### src/rtl/heat_mode_if.sv
// Heating zone control bus: mode/setpoint/temperature inputs toward the executor and
// heater/fan/status outputs back from it.
interface heat_mode_if #(
    parameter int unsigned TEMP_W = 8
);
    logic              enable;
    logic              selected_mode;
    logic [TEMP_W-1:0] setpoint_eco;
    logic [TEMP_W-1:0] setpoint_comfort;
    logic [TEMP_W-1:0] temp_in;
    logic              temp_valid;
    logic              heater_on;
    logic              fan_on;
    logic [1:0]        state_out;
    logic              mode_ack;
    logic              fault;

    modport master (
        output enable, selected_mode, setpoint_eco, setpoint_comfort, temp_in, temp_valid,
        input  heater_on, fan_on, state_out, mode_ack, fault
    );

    modport slave (
        input  enable, selected_mode, setpoint_eco, setpoint_comfort, temp_in, temp_valid,
        output heater_on, fan_on, state_out, mode_ack, fault
    );
endinterface

### src/rtl/heat_mode_executor.sv
// Per-zone heater/fan controller: mode setpoint select, hysteresis, minimum on/off times.
// Define HEAT_OVERTEMP_EN to add the overtemperature LOCKOUT state and fault flag.
module heat_mode_executor #(
    parameter int unsigned TEMP_W         = 8,
    parameter int unsigned HYST           = 2,
    parameter int unsigned MIN_ON         = 16,
    parameter int unsigned MIN_OFF        = 16,
`ifdef HEAT_OVERTEMP_EN
    parameter int unsigned OVERTEMP_LIMIT = 200,
`endif
    parameter int unsigned FAN_RUNOUT     = 8
) (
    input logic        clk,
    input logic        rst,
    heat_mode_if.slave bus
);
    localparam int unsigned OFF_MAX = (MIN_OFF > FAN_RUNOUT) ? MIN_OFF : FAN_RUNOUT;
    localparam int unsigned CNT_MAX = (MIN_ON > OFF_MAX) ? MIN_ON : OFF_MAX;
    localparam int unsigned CNT_W   = $clog2(CNT_MAX + 1);

    localparam logic [CNT_W-1:0]  ON_LIM  = CNT_W'(MIN_ON);
    localparam logic [CNT_W-1:0]  OFF_LIM = CNT_W'(MIN_OFF);
    localparam logic [CNT_W-1:0]  RUN_LIM = CNT_W'(FAN_RUNOUT);
    localparam logic [CNT_W-1:0]  OFF_SAT = CNT_W'(OFF_MAX);
    localparam logic [TEMP_W:0]   HYST_X  = (TEMP_W + 1)'(HYST);

    typedef enum logic [1:0] {
        StOff     = 2'b00,
        StHeat    = 2'b01,
        StRunout  = 2'b10,
        StLockout = 2'b11
    } state_e;

    state_e            state;
    logic              heater_q, fan_q, mode_ack_q, mode_reg;
    logic [CNT_W-1:0]  on_cnt, off_cnt;
    logic [TEMP_W-1:0] sp;
    logic [TEMP_W:0]   temp_x, sp_x;
    logic              cold, hot;

    // One extra bit keeps temp+HYST and sp+HYST from wrapping at the top of the range.
    assign sp     = mode_reg ? bus.setpoint_comfort : bus.setpoint_eco;
    assign temp_x = {1'b0, bus.temp_in};
    assign sp_x   = {1'b0, sp};
    assign cold   = (temp_x + HYST_X) < sp_x;
    assign hot    = temp_x >= (sp_x + HYST_X);

`ifdef HEAT_OVERTEMP_EN
    logic fault_q;
    logic trip;
    assign trip      = bus.temp_valid && (32'(bus.temp_in) > OVERTEMP_LIMIT);
    assign bus.fault = fault_q;
`else
    assign bus.fault = 1'b0;
`endif

    always_ff @(posedge clk) begin
        if (rst) begin
            state      <= StOff;
            heater_q   <= 1'b0;
            fan_q      <= 1'b0;
            mode_ack_q <= 1'b0;
            mode_reg   <= bus.selected_mode;
            on_cnt     <= '0;
            off_cnt    <= OFF_LIM;
`ifdef HEAT_OVERTEMP_EN
            fault_q    <= 1'b0;
`endif
        end else begin
            mode_reg   <= bus.selected_mode;
            mode_ack_q <= bus.selected_mode != mode_reg;

            if (state == StHeat) begin
                if (on_cnt < ON_LIM) on_cnt <= on_cnt + 1'b1;
            end else if (off_cnt < OFF_SAT) begin
                off_cnt <= off_cnt + 1'b1;
            end

`ifdef HEAT_OVERTEMP_EN
            if (trip) begin
                state    <= StLockout;
                heater_q <= 1'b0;
                fan_q    <= 1'b1;
                fault_q  <= 1'b1;
            end else
`endif
            begin
                // Entry clears below override the saturating updates above.
                unique case (state)
                    StOff: begin
                        if (bus.enable && bus.temp_valid && cold && off_cnt >= OFF_LIM) begin
                            state    <= StHeat;
                            heater_q <= 1'b1;
                            fan_q    <= 1'b1;
                            on_cnt   <= '0;
                        end
                    end
                    StHeat: begin
                        if (!bus.enable || (bus.temp_valid && hot && on_cnt >= ON_LIM)) begin
                            state    <= StRunout;
                            heater_q <= 1'b0;
                            fan_q    <= 1'b1;
                            off_cnt  <= '0;
                        end
                    end
                    StRunout: begin
                        if (off_cnt >= RUN_LIM) begin
                            state <= StOff;
                            fan_q <= 1'b0;
                        end
                    end
                    StLockout: begin
                        state <= StLockout;
                    end
                endcase
            end
        end
    end

    assign bus.heater_on = heater_q;
    assign bus.fan_on    = fan_q;
    assign bus.state_out = state;
    assign bus.mode_ack  = mode_ack_q;
endmodule

### src/flat_wrapper.sv
// flat-port wrapper written by rule: the top's interface ports become plain ports
module heat_mode_executor_flat 
#(
    parameter int unsigned TEMP_W         = 8,
    parameter int unsigned HYST           = 2,
    parameter int unsigned MIN_ON         = 16,
    parameter int unsigned MIN_OFF        = 16,

    parameter int unsigned FAN_RUNOUT     = 8
)
  (clk, rst, bus_enable, bus_selected_mode, bus_setpoint_eco, bus_setpoint_comfort, bus_temp_in, bus_temp_valid, bus_heater_on, bus_fan_on, bus_state_out, bus_mode_ack, bus_fault);
  heat_mode_if #(.TEMP_W(TEMP_W)) bus_i ();
  input logic clk;
  input logic rst;
  input wire logic [$bits(bus_i.enable)-1:0] bus_enable;
  input wire logic [$bits(bus_i.selected_mode)-1:0] bus_selected_mode;
  input wire logic [$bits(bus_i.setpoint_eco)-1:0] bus_setpoint_eco;
  input wire logic [$bits(bus_i.setpoint_comfort)-1:0] bus_setpoint_comfort;
  input wire logic [$bits(bus_i.temp_in)-1:0] bus_temp_in;
  input wire logic [$bits(bus_i.temp_valid)-1:0] bus_temp_valid;
  output wire logic [$bits(bus_i.heater_on)-1:0] bus_heater_on;
  output wire logic [$bits(bus_i.fan_on)-1:0] bus_fan_on;
  output wire logic [$bits(bus_i.state_out)-1:0] bus_state_out;
  output wire logic [$bits(bus_i.mode_ack)-1:0] bus_mode_ack;
  output wire logic [$bits(bus_i.fault)-1:0] bus_fault;
  assign bus_i.enable = bus_enable;
  assign bus_i.selected_mode = bus_selected_mode;
  assign bus_i.setpoint_eco = bus_setpoint_eco;
  assign bus_i.setpoint_comfort = bus_setpoint_comfort;
  assign bus_i.temp_in = bus_temp_in;
  assign bus_i.temp_valid = bus_temp_valid;
  assign bus_heater_on = bus_i.heater_on;
  assign bus_fan_on = bus_i.fan_on;
  assign bus_state_out = bus_i.state_out;
  assign bus_mode_ack = bus_i.mode_ack;
  assign bus_fault = bus_i.fault;
  heat_mode_executor #(.TEMP_W(TEMP_W), .HYST(HYST), .MIN_ON(MIN_ON), .MIN_OFF(MIN_OFF), .FAN_RUNOUT(FAN_RUNOUT)) u_core (.clk(clk), .rst(rst), .bus(bus_i));
endmodule
### config.mk
export PLATFORM = sky130hd
export DESIGN_NAME = heat_mode_executor_flat
export DESIGN_NICKNAME = d
export VERILOG_FILES = /design/src/rtl/heat_mode_if.sv /design/src/rtl/heat_mode_executor.sv /design/src/flat_wrapper.sv
export SDC_FILE = /design/constraint.sdc
export NUM_CORES = 1
export LEC_CHECK = 0
export BUFFER_PORTS_ARGS = -buffer_cell sky130_fd_sc_hd__clkbuf_2
export CAP_MARGIN = 40
export CORE_ASPECT_RATIO = 1.5
export CORE_MARGIN = 4
export CORE_UTILIZATION = 45
export DETAILED_ROUTE_END_ITERATION = 10
export PLACE_DENSITY_LB_ADDON = 0.3
export SYNTH_ARGS = -nofsm -noshare
export SYNTH_HDL_FRONTEND = slang
export SYNTH_SLANG_ARGS = --single-unit
### constraint.sdc
create_clock -name clk -period 8.4 [get_ports clk]
set_input_delay 1.26 -clock clk [delete_from_list [all_inputs] [get_ports clk]]
set_output_delay 1.26 -clock clk [all_outputs]
set_load 0.005 [all_outputs]
# Word level (Yosys, flattened, before mapping)
# Cells that the tools add are included.
[op_classes]
n_mux = 19
n_reduce_logical = 13
n_addsub = 4
eq_ne = 7
order_cmp = 7
[op_table]
columns = ["cell", "n"]
rows = [
  ["$mux 5", 8],
  ["$add 8x2->9 const B", 2],
  ["$add 5x1->5 const B", 2],
  ["$ge 5x5->1 const B", 2],
  ["$lt 5x5->1 const B", 2],
  ["$ge 8x9->1", 1],
  ["$lt 9x8->1", 1],
  ["$mux 8", 1],
  ["$pmux 2 s4", 1],
  ["$mux 2", 3],
  ["$reduce_and 3->1", 2],
  ["$ge 5x4->1 const B", 1],
  ["$logic_and 1x1->1", 5],
  ["$eq 2x2->1 const B", 2],
  ["$mux 1", 4],
  ["$ne 2x1->1 const B", 2],
  ["$reduce_and 4->1", 1],
  ["$pmux 1 s3", 1],
  ["$reduce_bool 3->1", 1],
  ["$eq 2x1->1 const B", 1],
  ["$logic_not 2->1", 1],
  ["$ne 2x2->1 const B", 1],
  ["$pmux 1 s2", 1],
  ["$reduce_bool 2->1", 1],
  ["3 further kinds", 3],
]
[totals]
elab_cells = 57
out_inout_bits = 6
reg_bits = 16

# Depth between registers and ports, before layout
# Gate-level depths: netlist of the first run.
[depth]
word_depth = 8
ltp_mapped = 14

# Least setup slack after synthesis of the first run
# OpenSTA, ideal clock, no wires.
[synth_timing]
path_type = "input to register"
startpoint = "in bus_setpoint_eco[2]"
endpoint = "reg u_core.fan_q (netlist: u_core.bus.fan_on)"
arrival_time_ns = 3.309
stages = 13
path_slack_ns = 5.000
setup_ns = 0.091
cell_sequence = "nor2b_1 > a21oi_1 > inv_1 > ha_1 > nand3_1 > xnor2_1 > ha_1 > nand3_1 > o211ai_1 > a21oi_1 > o311ai_2 > a41oi_1 > a311oi_1"
[synth_via]
elab_chain_cells = 8
word_cells_on_any_way = 12
classes_between = "1 x add/sub; 2 x order compare; 2 x eq/ne; 1 x mux; 6 x reduce/logical"
[synth_rtl]
columns = ["item", "line", "rtl"]
rows = [
  ["from (decl)", "flat_wrapper.sv:17", "input wire logic [$bits(bus_i.setpoint_eco)-1:0] bus_setpoint_eco;"],
  ["$mux 8 (*)", "heat_mode_executor.sv:42", "assign sp = mode_reg ? bus.setpoint_comfort : bus.setpoint_eco;"],
  ["$add 8x2->9", "heat_mode_executor.sv:46", "assign hot = temp_x >= (sp_x + HYST_X);"],
  ["$ge 8x9->1", "heat_mode_executor.sv:46", ""],
  ["$logic_and 1x1->1 (2 in series)", "heat_mode_executor.sv:99", "if (!bus.enable || (bus.temp_valid && hot && on_cnt >= ON_LIM)) begin"],
  ["$logic_or 1x1->1", "heat_mode_executor.sv:99", ""],
  ["$ne 2x2->1 (no source line)", "--", ""],
  ["$reduce_and 4->1 (no source line) (*)", "--", ""],
  ["to (signal assigned)", "heat_mode_executor.sv:94", "fan_q <= 1'b1;"],
  ["to (signal assigned)", "heat_mode_executor.sv:102", "fan_q <= 1'b1;"],
  ["to (signal assigned)", "heat_mode_executor.sv:109", "fan_q <= 1'b0;"],
  ["to (decl)", "heat_mode_executor.sv:35", "logic heater_q, fan_q, mode_ack_q, mode_reg;"],
]
# Every way passes the cells marked *; elsewhere a longest branch is shown, timed or not.
# A chain may end at the register's enable or synchronous reset.

# Worst setup path in the final report of the first run
# Ends and elaborated chain as after synthesis.

==> results of run 1 <==
-- how the worst max path moves through the flow --
stage                              startpoint  slack (ps)           endpoint
final                     bus_setpoint_eco[2]        4960  u_core.bus.fan_on
after global placement    bus_setpoint_eco[2]        4710  u_core.bus.fan_on
after detailed placement  bus_setpoint_eco[2]        4700  u_core.bus.fan_on
after floorplan           bus_setpoint_eco[2]        5000  u_core.bus.fan_on
after CTS                 bus_setpoint_eco[2]        4960  u_core.bus.fan_on
after global routing      bus_setpoint_eco[2]        4730  u_core.bus.fan_on
-- layout by cell type (no fill, tap or decap), types with 6 or more instances in the layout --
| cell | netlist | layout |
|---|---|---|
| clkbuf_2 | 0 | 33 |
| ha_1 | 25 | 25 |
| dfxtp_1 | 16 | 16 |
| nor2_1 | 13 | 13 |
| inv_1 | 10 | 10 |
| xnor2_1 | 10 | 10 |
| nand3_1 | 9 | 9 |
| a21oi_1 | 7 | 7 |
| nand2_1 | 7 | 7 |
| nor2b_1 | 6 | 6 |
| mux2i_1 | 6 | 6 |
| xor2_1 | 6 | 6 |
-- cell type report --
class	instances	area, µm²	share of cell area, %
tap	40	50.05	2.909
sequential	16	320.3	18.62
multi-input combinational	139	1092	63.49
timing repair buffer	33	165.2	9.600
inverter	10	37.54	2.182
clock buffer	4	55.05	3.200
-- layer usage --
metal,routed length (µm),share of wire [%],vias to the layer above
met3,145,4.3,5
met4,51,1.5,0
met5,0,0,-
li1,-,-,679
met2,1857,55,32
met1,1304,39,593
-- cell families after synthesis --
family                     count (synthesis)  share of synthesized area, %
adders and majority gates                 25                         21.24
other                                      1                        0.2546
DFF                                       16                         21.75
buffers and inverters                     13                         4.078
and+or+nand+nor                           56                         20.22
muxes                                      8                         5.608
AOI/OAI and AO/OA                         33                         17.33
xor gates and xnor gates                  16                         9.515
-- worst max-delay path: stages --
cell,delay (ps)
clkbuf_2,90
nor2b_1,120
a21oi_1,190
inv_1,70
ha_1,230
nand3_1,90
xnor2_1,70
ha_1,310
nand3_1,100
o211ai_1,190
a21oi_1,90
o311ai_2,390
a41oi_1,170
a311oi_1,240
-- stage by stage --
step	hold slack [ps]	setup WS (ps)	utilization [%]
2_1_floorplan	464.1	5000	-
3_3_place_gp	505.8	4714	52.71
3_5_place_dp	510.2	4695	52.71
4_1_cts	527.8	4959	54.46
5_1_grt	565.2	4730	54.46
6_report	519.4	4956	54.46
-- report_power, final --
group	switching (µW)	total [µW]	leakage, µW	internal, µW
registers	10.2	95.0	0.000131	84.8
logic	53.9	100	0.000629	46.5
clock network	27.6	69.2	0.0000288	41.7
total	91.6	265	0.000789	173
==> run metrics, run 1 <==
Hold Startpoint u_core.on_cnt[3]; largest net degree at the start of global routing 17; Fill cells 326; clock slew at reported path FFs 70 ps; Synth Instances 168; RSZ-0062 raised after global routing no; Avg WL per Cell 13.88 µm; Starting Density 46.61%; Post-Syn Area 1473 µm²; clk sinks 16; Final Net Count 257; Period minus WS final 3444 ps; max-cap violations 0; Synth top area share 21.75%; Power per Cell Area 153.8 nW/µm²; cell taking the most area after synthesis dfxtp_1; DR vias 1309; Total GRT Usage 17.36%; n_diodes 0; number of synthesized flops with an enable pin 0; Post-Layout Inst Area 1720 µm²; # H-tree levels 1; skew final 5.949 ps; crit path DAT 3620 ps; antenna violations before repair 0; Ports 35; dpl cell area 1665 µm²; number of routed nets with antenna violations 0; M3 GR Usage 2.277%; vias per cell 5.409; DR iter-0 viols 25; Max Clock Freq 290.4 MHz; top post-synthesis cells by area dfxtp_1 22%, ha_1 21%, xnor2_1 5.9%; die outline width 54.71 µm; Final Hold Fails 0; setup TNS 0 ps; Worst setup EP type register; final total power 264.6 µW; Hold Path Class reg2reg; Critical Path Fanout Max 4; CTS tree yes; Hold Path End u_core.on_cnt[3]; post-synthesis sequential area ratio 21.75%; CTS resizes 0; cell count of the worst hold path 2; met2 Track Usage GR 32.58%; Unique masters post-synth 43; fraction of registers with async set/reset 0%; most common cell in the netlist ha_1; Bufs on Longest Clock Path 2; Tcrit/Tclk final 41.00%; global-route wire length before repair 5526 µm; TritonCTS Buffers 3; YS warnings 0; final setup fails 0; Setup CP Type in2reg; final std cells w/o fill 242; grt ovf 0; Worst slew margin 56.85%; Top Usage Layer GRT met2; dpl cells 238; Layout Area Growth over Synthesis 16.82%; Routed WL 3359 µm; DRC 0; CTS Root Cell clkbuf_8; #FFs+latches synth 16; Pre-antenna DRT Iters 4; count of final max-slew check failures 0; Critical Path RT 8570 ps; R2R depth 12; CP startpoint kind input pin; die height 78.06 µm; VDD IR-drop max 0.0001381 V; layout cells sized above 1 22.77%; DIE AREA 4271 µm²; Clk Latency, worst-skew pair 260 ps; commonest cells in the synthesized netlist 25 x ha_1, 16 x dfxtp_1, 13 x nor2_1; status finished clean; GPL Wtd Cong 0.7493; Least-Margin Pin Slew 646.4 ps; Post-CTS Hold Buffers 0; syn nets 222; Synth Flop Type dfxtp_1; # port buffers 33; R2R setup slack 5300 ps; mean post-synth cell area 8.766 µm²; Post-CTS Setup Bufs 0; vias in the first global route 1325; met1 GRT Util 18.30%; row count 25; core region area 3159 µm²; Post-DP HPWL 2797 µm; Leak 0.0007886 µW; capture point of the worst reg-to-reg path u_core.bus.fan_on; Reg-to-Reg Start u_core.mode_reg
Note: power is estimated with default switching activity, not from simulation.
==> run 2, diff against run 1 <==
==> constraint.sdc (replaced) <==
create_clock -name clk -period 3 [get_ports clk]
set_input_delay 0.45 -clock clk [delete_from_list [all_inputs] [get_ports clk]]
set_output_delay 0.45 -clock clk [all_outputs]
set_load 0.005 [all_outputs]
==> run metrics, run 2 (synthesis results as in run 1) <==
status finished clean; Multi-input gate area 1099 µm²; die outline width 54.71 µm; DIE AREA 4271 µm²; Routed WL 3489 µm; layout cells sized above 1 25.73%; Clk Latency, worst-skew pair 250 ps; vias per cell 5.321; Starting Density 46.61%; vias in the first global route 1306; max-cap violations 0; # port buffers 33; VDD IR-drop max 0.0002977 V; clk sinks 16; number of routed nets with antenna violations 0; R2R setup slack 270 ps; Avg WL per Cell 14.18 µm; clock slew at reported path FFs 60 ps; Final Hold Fails 0; global-route wire length before repair 5658 µm; most frequent cells in the layout 33 x clkbuf_2, 25 x ha_1, 15 x dfxtp_1; Period minus WS final 2728 ps; DR iter-0 viols 28; Ports 35; antenna violations before repair 0; Setup CP Type reg2reg; WHS 324.5 ps; CP startpoint u_core.mode_reg; Pre-antenna DRT Iters 4; n_diodes 0; Power per Cell Area 427.0 nW/µm²; CP startpoint kind register; setup TNS 0 ps; Post-DP HPWL 2887 µm; final setup fails 0; row count 25; CTS Root Cell clkbuf_8; CTS tree yes; count of final max-slew check failures 0; Max Clock Freq 366.6 MHz; GPL Wtd Cong 0.7584; Leak 0.0008072 µW; commonest non-fill, non-tap cell in the layout clkbuf_2; largest net degree at the start of global routing 13; Reg-to-Reg Start u_core.mode_reg; Layout Area Growth over Synthesis 19.37%; die height 78.06 µm; Total GRT Usage 18.07%; final std cells w/o fill 246; Fill cells 327; Bufs on Longest Clock Path 2; TritonCTS Buffers 3; Worst setup EP type register; Storage cell area 321.6 µm²; Critical Path Fanout Max 10; grt ovf 0; # H-tree levels 1; skew final 4.323 ps; DR vias 1309; DRC 0; Final Net Count 261; Hold Path Class in2reg; Tcrit/Tclk final 90.93%; Hold Startpoint bus_selected_mode; core region area 3159 µm²; dpl cells 241; RSZ-0062 raised after global routing no; crit path DAT 2890 ps; Critical Path RT 3160 ps
run 2: final cells by class:
| cell class | instances | share of cell area (%) |
|---|---|---|
| tap | 40 | 2.847 |
| inverter | 10 | 2.135 |
| clock buffer | 4 | 3.132 |
| multi-input combinational | 139 | 62.49 |
| sequential | 16 | 18.29 |
| timing repair buffer | 37 | 11.10 |
run 2: worst paths after layout:
path,cells after the start,endpoint
max,12,u_core.bus.fan_on
min,1,u_core.mode_reg
max reg2reg,12,u_core.bus.fan_on
min reg2reg,2,u_core.on_cnt[4]
run 2: stage by stage:
| step | util, % | worst slack (ps) | cell area (µm²) | total power [µW] |
|---|---|---|---|---|
| 3_3_place_gp | 53.43 | 147.1 | 1688 | 553.3 |
| 3_5_place_dp | 53.43 | 74.01 | 1688 | 557.0 |
| 2_1_floorplan | - | 329.4 | 1473 | 464.9 |
| 4_1_cts | 55.17 | 85.07 | 1743 | 752.9 |
| 6_report | 55.64 | 272.1 | 1758 | 750.7 |
| 5_1_grt | 55.64 | 16.96 | 1758 | 810.1 |
run 2: power by group:
group | switching, µW | total [µW] | internal (µW)
Sequential | 27.1 | 265 | 238
Combinational | 156 | 293 | 138
Clock | 75.7 | 192 | 117
run 2: routing by layer:
layer / vias to the layer above / wire length (µm) / global-route usage (%)
li1: 684 / - / -
met1: 587 / 1389 / 19.74
met2: 31 / 1881 / 32.35
met3: 7 / 121 / 2.277
met4: 0 / 95 / 8.229
met5: - / 0 / 0
run 2: repair_timing:
item                                    in CTS  in global routing
buffers inserted                             0                  1
resized for setup                            0                  3
hold buffers                                 0                  0
endpoints found under the hold margin        0                  0
endpoints found under the setup margin       0                  3
run 2: worst max-delay path, cell delays in order, from the launching register on:
cell and delay, ps:
dfxtp_2 370, buf_4 190, nor2b_2 160, a32o_1 210, nand3_1 110, xnor2_1 140, ha_1 300, nand3_1 100
o211ai_1 190, a21oi_1 90, o311ai_2 340, a41oi_1 160, a311oi_1 270
==> run 3, diff against run 2 <==
--- a/config.mk
+++ b/config.mk
@@ -5,12 +5,12 @@
 export SDC_FILE = /design/constraint.sdc
 export NUM_CORES = 1
 export LEC_CHECK = 0
-export BUFFER_PORTS_ARGS = -buffer_cell sky130_fd_sc_hd__clkbuf_2
 export CAP_MARGIN = 40
 export CORE_ASPECT_RATIO = 1.5
 export CORE_MARGIN = 4
 export CORE_UTILIZATION = 45
 export DETAILED_ROUTE_END_ITERATION = 10
+export DONT_BUFFER_PORTS = 1
 export PLACE_DENSITY_LB_ADDON = 0.3
 export SYNTH_ARGS = -nofsm -noshare
 export SYNTH_HDL_FRONTEND = slang
==> run metrics, run 3 (synthesis results as in run 1) <==
status finished clean; Leak 0.0006660 µW; Post-Layout Inst Area 1593 µm²; DRC 0; Critical Path Fanout Max 9; switching share of power 34.18%; CTS tree yes; final worst slack 249.8 ps; Seq pwr share 37.6%; Routed WL 3332 µm; Comb power frac 35.8%; met3 wire len 187 µm; Final Hold Fails 0; TritonCTS Buffers 3; Worst setup EP type register; Total GRT Usage 16.82%; skew final 4.668 ps; die outline width 54.71 µm; setup TNS 0 ps; dpl cell area 1523 µm²; Avg WL per Cell 15.72 µm; Multi-input gate area 1106 µm²; CTS resizes 0; clock slew at reported path FFs 60 ps; Starting Density 46.61%; DR vias 1242; CP startpoint kind register; grt ovf 0; final setup fails 0; # port buffers 0; crit path DAT 2910 ps; final total power 714.4 µW; Pre-antenna DRT Iters 4; M1 WL 1215 µm; count of final max-slew check failures 0; Storage cell area 321.6 µm²; Final Net Count 227; DIE AREA 4271 µm²; antenna violations before repair 0; vias in the first global route 1283; Routed met2 length 1798 µm; Tcrit/Tclk final 91.67%; die height 78.06 µm; clk sinks 16; DR iter-0 viols 33; CTS Root Cell clkbuf_8; Max Used Layer met4; max-cap violations 0; Ports 35; Post-CTS Hold Buffers 0; number of routed nets with antenna violations 0; Post-DP HPWL 2842 µm; core region area 3159 µm²; layout cells sized above 1 10.47%; Layout Area Growth over Synthesis 8.157%; dpl ws 76.96 ps; Max Clock Freq 363.6 MHz; global-route wire length before repair 5423 µm; Sw Pwr 244.2 µW; VDD IR-drop max 0.0003163 V; Setup CP Type reg2reg; largest net degree at the start of global routing 13; Int Power 470.3 µW; Clk Latency, worst-skew pair 250 ps; n_diodes 0; commonest non-fill, non-tap cell in the layout ha_1; Bufs on Longest Clock Path 2; Hold Path Class in2reg; GPL Wtd Cong 0.7848; vias per cell 5.858; Period minus WS final 2750 ps; Clk pwr share 26.6%; Power per Cell Area 448.5 nW/µm²; Critical Path RT 3160 ps; Fill cells 295; row count 25; most frequent cells in the layout 25 x ha_1, 15 x dfxtp_1, 13 x nor2_1; Post-CTS Setup Bufs 0; Util after Layout 50.42%; # H-tree levels 1; RSZ-0062 raised after global routing no
[run 3: routing by layer]
layer | vias to the layer above | track usage [%]
met5 | - | 0
met4 | 0 | 10.22
met3 | 11 | 3.226
met2 | 40 | 31.04
met1 | 573 | 15.55
li1 | 618 | -
[run 3: final timing paths]
path | cells past startpoint | slack, ps | to | from
max | 13 | 250 | u_core.bus.fan_on | u_core.mode_reg
min | 0 | 220 | u_core.mode_reg | bus_selected_mode
max reg2reg | 13 | 250 | u_core.bus.fan_on | u_core.mode_reg
min reg2reg | 2 | 530 | u_core.on_cnt[3] | u_core.on_cnt[3]
[run 3: area by class of cell]
| type | instances | share of cell area, % |
|---|---|---|
| multi-input combinational | 139 | 69.44 |
| sequential | 16 | 20.19 |
| clock buffer | 4 | 3.456 |
| tap | 40 | 3.142 |
| inverter | 10 | 2.357 |
| timing repair buffer | 3 | 1.414 |
[run 3: power by group through the flow]
| stage | Combinational (µW) | Clock, µW | Sequential, µW |
|---|---|---|---|
| 5_1_grt | 292 | 208 | 272 |
| 2_1_floorplan | 201 | 0 | 264 |
| 4_1_cts | 250 | 195 | 269 |
| 6_report | 255 | 190 | 269 |
| 3_5_place_dp | 248 | 0 | 273 |
| 3_3_place_gp | 236 | 0 | 271 |
[run 3: per-stage QoR]
stage / std cells / hold slack (ps)
detailed placement: 208 / 477.8
finish: 212 / 222.6
global placement: 208 / 477.9
floorplan: 168 / 464.1
CTS: 212 / 218.2
global route: 212 / 208.0
[run 3: critical path: stages (launching register included)]
cell,delay (ps)
dfxtp_2,410
buf_4,200
nand3b_1,170
nand2_1,110
nand2b_1,120
nor2_1,60
xor2_1,150
ha_1,310
nand3_1,110
o211ai_1,220
a21oi_2,90
o311ai_4,290
a41oi_1,160
a311oi_1,270
